[src/rtl/pc_seq_pkg.sv]
// Shared state encoding for the PC sequencer FSM.
package pc_seq_pkg;

    typedef enum logic [1:0] {
        ST_RUN      = 2'd0,
        ST_WAIT_IN  = 2'd1,
        ST_MEM_WAIT = 2'd2,
        ST_HALTED   = 2'd3
    } state_t;

endpackage

[src/rtl/pc_sequencer_button.sv]
// button_conditioner: 2-FF synchronizer, optional debounce (PC_SEQ_DEBOUNCE_EN),
// and a falling-edge detector producing a one-cycle press event.
module button_conditioner #(
    parameter int DEBOUNCE_CYCLES = 16
) (
    input  logic clk,
    input  logic reset,
    input  logic button,
    output logic press_evt
);

    logic r_sync1, r_sync2, r_lvl_prev, r_evt;
    logic w_lvl;

`ifdef PC_SEQ_DEBOUNCE_EN
    localparam int DW = $clog2(DEBOUNCE_CYCLES + 1);

    logic [DW-1:0] r_cnt;
    logic          r_deb;

    // Level flips only after the synchronized input disagrees for a full window.
    always_ff @(posedge clk) begin
        if (reset) begin
            r_cnt <= '0;
            r_deb <= 1'b1;
        end else if (r_sync2 == r_deb) begin
            r_cnt <= '0;
        end else if (r_cnt == DW'(DEBOUNCE_CYCLES - 1)) begin
            r_deb <= r_sync2;
            r_cnt <= '0;
        end else begin
            r_cnt <= r_cnt + 1'b1;
        end
    end

    assign w_lvl = r_deb;
`else
    assign w_lvl = r_sync2;
`endif

    always_ff @(posedge clk) begin
        if (reset) begin
            r_sync1    <= 1'b1;
            r_sync2    <= 1'b1;
            r_lvl_prev <= 1'b1;
            r_evt      <= 1'b0;
        end else begin
            r_sync1    <= button;
            r_sync2    <= r_sync1;
            r_lvl_prev <= w_lvl;
            r_evt      <= r_lvl_prev & ~w_lvl;
        end
    end

    assign press_evt = r_evt;

endmodule

[src/rtl/pc_sequencer.sv]
// PC action sequencer: run/halt/input-wait/memory-stall FSM plus retired counter.
// Optional button debounce enabled by defining PC_SEQ_DEBOUNCE_EN.
module pc_sequencer #(
    parameter int MEM_WAIT        = 2,
    parameter int DEBOUNCE_CYCLES = 16,
    parameter int CNT_W           = 16
) (
    input  logic             clk,
    input  logic             reset,
    input  logic             button,
    input  logic             op_halt,
    input  logic             op_jump,
    input  logic             op_branch,
    input  logic             alu_cond,
    input  logic             op_in,
    input  logic             op_mem,
    output logic             pc_inc,
    output logic             pc_load,
    output logic             pc_clear,
    output logic             jal_save,
    output logic             input_latch,
    output logic             halted,
    output logic [1:0]       state,
    output logic [CNT_W-1:0] retired
);
    import pc_seq_pkg::*;

    localparam int SW = (MEM_WAIT > 1) ? $clog2(MEM_WAIT) : 1;

    state_t          r_state, w_next;
    logic [SW-1:0]   r_stall, w_stall_next;
    logic [CNT_W-1:0] r_retired;
    logic            w_evt;
    logic            w_inc, w_load, w_clear, w_jal, w_latch;

    button_conditioner #(.DEBOUNCE_CYCLES(DEBOUNCE_CYCLES)) u_btn (
        .clk       (clk),
        .reset     (reset),
        .button    (button),
        .press_evt (w_evt)
    );

    always_ff @(posedge clk) begin
        if (reset) begin
            r_state   <= ST_RUN;
            r_stall   <= '0;
            r_retired <= '0;
        end else begin
            r_state <= w_next;
            r_stall <= w_stall_next;
            if ((w_inc || w_load) && (r_retired != {CNT_W{1'b1}}))
                r_retired <= r_retired + 1'b1;
        end
    end

    always_comb begin
        w_next       = r_state;
        w_stall_next = r_stall;
        w_inc        = 1'b0;
        w_load       = 1'b0;
        w_clear      = 1'b0;
        w_jal        = 1'b0;
        w_latch      = 1'b0;
        case (r_state)
            ST_RUN: begin
                if (op_halt) begin
                    w_next = ST_HALTED;
                end else if (op_jump) begin
                    w_load = 1'b1;
                    w_jal  = 1'b1;
                end else if (op_branch && alu_cond) begin
                    w_load = 1'b1;
                end else if (op_in) begin
                    w_next = ST_WAIT_IN;
                end else if (op_mem && (MEM_WAIT > 0)) begin
                    w_stall_next = SW'(MEM_WAIT - 1);
                    w_next       = ST_MEM_WAIT;
                end else begin
                    w_inc = 1'b1;
                end
            end
            ST_WAIT_IN: begin
                if (w_evt) begin
                    w_latch = 1'b1;
                    w_inc   = 1'b1;
                    w_next  = ST_RUN;
                end
            end
            ST_MEM_WAIT: begin
                if (r_stall != '0) begin
                    w_stall_next = r_stall - 1'b1;
                end else begin
                    w_inc  = 1'b1;
                    w_next = ST_RUN;
                end
            end
            default: begin
                if (w_evt) begin
                    w_clear = 1'b1;
                    w_next  = ST_RUN;
                end
            end
        endcase
        // Reset silences every strobe in the cycle it is asserted.
        if (reset) begin
            w_inc   = 1'b0;
            w_load  = 1'b0;
            w_clear = 1'b0;
            w_jal   = 1'b0;
            w_latch = 1'b0;
        end
    end

    assign pc_inc      = w_inc;
    assign pc_load     = w_load;
    assign pc_clear    = w_clear;
    assign jal_save    = w_jal;
    assign input_latch = w_latch;
    assign halted      = (r_state == ST_HALTED);
    assign state       = r_state;
    assign retired     = r_retired;

endmodule

[config.mk]
export PLATFORM = sky130hd
export DESIGN_NAME = pc_sequencer
export DESIGN_NICKNAME = d
export VERILOG_FILES = /design/src/rtl/pc_seq_pkg.sv /design/src/rtl/pc_sequencer_button.sv /design/src/rtl/pc_sequencer.sv
export SDC_FILE = /design/constraint.sdc
export NUM_CORES = 1
export LEC_CHECK = 0
export ABC_AREA = 1
export CORE_MARGIN = 2
export CORE_UTILIZATION = 50
export DETAILED_ROUTE_END_ITERATION = 10
export DONT_BUFFER_PORTS = 1
export HOLD_SLACK_MARGIN = 0.02
export PLACE_DENSITY = 0.65
export SLEW_MARGIN = 10
export SYNTH_ARGS = -nofsm -noshare
export SYNTH_HDL_FRONTEND = slang
export SYNTH_SLANG_ARGS = --single-unit
[constraint.sdc]
create_clock -name clk -period 2.2 [get_ports clk]
set_input_delay 0.44 -clock clk [delete_from_list [all_inputs] [get_ports clk]]
set_output_delay 0.44 -clock clk [all_outputs]
set_load 0.03 [all_outputs]
==> impl_metrics.yaml <==
hold_path:
  whs_path_depth: 1
  hp-start: "reset"
  holdPathEnd: "retired[10]"
  hold_path_class: "input pin to flop"
sta:
  setup_ws_ps: 209
  setup_viol_count_final: 0
  period_share_pct: 90.5
  setup_tns_ps: 0
  rsz0062_at_grt: "false"
  worst_pin_slew_ps: 543
  hold_viol_final: 0
  fin_crit_ps: 1990
  timing.slew.headroom_pct: 63.6
  drv_slew: 0
  skew_ps: 2.15
  fmax_mhz: 502
final_layout:
  layout-drive-gt1-share_pct: 20.6
  instances_no_fill: 248
  diodes: 0
  syn2layout_area_growth_pct: 11.2
  num-nets-final: 229
  fin_util_pct: 59.9
  layout_commonest_cell: "nand2_1"
  final_cell_mix: "51 x nand2_1, 26 x nand3_1, 22 x dfxtp_1, 20 x nor2_1, 18 x inv_1"
cts:
  h-tree-depth: 1
  clock_latency_ps: 310
  cts_tree: "done"
  hold_buffers: 0
  root_buffer: "clkbuf_4"
  cts_buffers: 3
  clock_path_buffers: 2
  ctsResizeCount: 0
  cts_setup_buffers: 0
  cts_sinks: 23
  cts.clk_slew.worst_paths_ps: 120
synth:
  synth.largest_area_cell: "dfxtp_1"
  netlist.area_leader.share_pct: 33.6
  netlist_area_mm2: 0.00137
  yosysWarnings: 0
  synth.avg_cell_area_um2: 6.78
  syn_nets: 212
  yosysSeqAreaShare_pct: 33.6
  synthDistinctLibCells: 26
  ys_ff_latch: 23
  synthTopCellsByArea: "dfxtp_1 34%, nand2_1 14%, nand3_1 9.5%, nor2_1 5.5%, a21oi_2 5.1%"
  synthCells: 202
setup_path:
  cp-end-kind: "output port"
  critPathMaxFanout: 8
  reg2reg_from: "retired[1]"
  critPathArrivalTime_ps: 1550
  worstSetupPathType: "flop to output port"
  startpoint_type: "flop"
  cp_data_required_time_ps: 1760
  regToRegEndpoint: "retired[6]"
  r2r_cells: 9
  reg2reg_setup_slack_ps: 420
outcome:
  outcome: "finished clean"
floorplan:
  die_w_um: 56.3
  start_util_pct: 53.8
  die_h_um: 56.3
  io-pin-count: 33
  dieArea_mm2: 0.00317
  rows: 18
  coreArea_mm2: 0.00254
global_routing:
  antenna_found_initial: 0
  grt_pass1_wl_mm: 5.51
  grt_pass1_vias: 1277
  grt_use_total_pct: 21.0
  grt_start_max_net_pins: 24
  grt_overflow: 0
route:
  ant_nets: 0
  drtIter0Drc: 70
  drc: 0
  drt-total-wl_mm: 3.16
  drt-pass1-iter-count: 4
  via_count: 1361
  wl_per_cell_um: 12.7
  viasPerCell: 5.49
power_and_ir_drop:
  p_per_area_mw_per_mm2: 684
  vdd_drop_max_mv: 0.573
  total_power_mw: 1.04
  power.leakage_nw: 0.613
job:
  cap_violations: 0
placement:
  dp.cells: 244
  port_buffers: 0
  dp_slack_ps: 419
  globalplace.congestion: 0.825
  post-dp-hpwl_mm: 2.32
==> routing by layer <==
metal | share of wire [%] | GRT usage (%) | vias to the layer above | wire (µm)
met2 | 45 | 33.8 | 50 | 1420
met1 | 46 | 28.0 | 623 | 1470
met5 | 0 | 0 | - | 0
li1 | - | - | 686 | -
met3 | 8.0 | 7.37 | 2 | 251
met4 | 0.48 | 2.72 | 0 | 15
==> Yosys cell counts <==
library cell and instances:
xor2_1 5, a21oi_1 12, inv_2 3, ha_1 1, buf_8 1, nand3_1 26
buf_1 1, buf_6 1, nand2_1 51, dfxtp_1 23, nor3_1 4, nand4_1 5
inv_1 18, nor2_2 2, or2_2 3, a21oi_2 8, nor2_4 2, nand2_2 3
clkbuf_1 1, xnor2_1 2, nand2_4 3, nor4_1 1, a211oi_1 1, o21ai_0 4
buf_2 1, nor2_1 20
==> worst max-delay path, stage by stage, from the launching register on <==
cell and delay, ps:
dfxtp_2 430, inv_2 100, nand2_2 90, nor2_2 140, nand3_1 90, nand2_1 70, nand2_1 90, inv_1 230
==> sequential cells by signal, indices dropped and copies added (netlist names) <==
register          flops
r_stall               1
retired              16
u_btn.r_sync1         1
u_btn.press_evt       1
u_btn.r_lvl_prev      1
u_btn.r_sync2         1
state                 2
==> worst max-delay path by stage <==
stage,from,endpoint,slack [ps],cells after the start
2_1_floorplan,reset,jal_save,140,2
3_3_place_gp,state[0],pc_inc,500,6
3_5_place_dp,state[0],retired[6],420,10
4_1_cts,state[0],pc_inc,80,6
5_1_grt,state[0],pc_load,20,5
6_report,state[0],pc_inc,210,7
==> final cells by class <==
class                   count  area [µm²]
clock buffers               4        26.3
well taps                  30        37.5
flip-flops and latches     23         462
repair buffers             17         128
inverters                  21        78.8
multi-input cells         153         792
fillers                   255        1020
==> cells by family after synthesis <==
kind of cell,share of synthesized area (%)
simple gates,40.9
xor+xnor,4.47
compound gates,11.5
buf+inv,8.58
fa+ha+maj,0.913
flops,33.6
==> report_power, final <==
| part | internal, mW | total, mW | switching, mW |
|---|---|---|---|
| combinational | 0.0976 | 0.360 | 0.262 |
| sequential | 0.449 | 0.485 | 0.0365 |
| clock | 0.0708 | 0.197 | 0.126 |
==> through the flow <==
stage,instance area [µm²],hold slack (ps)
2_1_floorplan,1370,389
3_3_place_gp,1500,396
6_report,1520,174
3_5_place_dp,1500,398
5_1_grt,1520,140
4_1_cts,1520,155
Power figures use the tool's default switching activity.
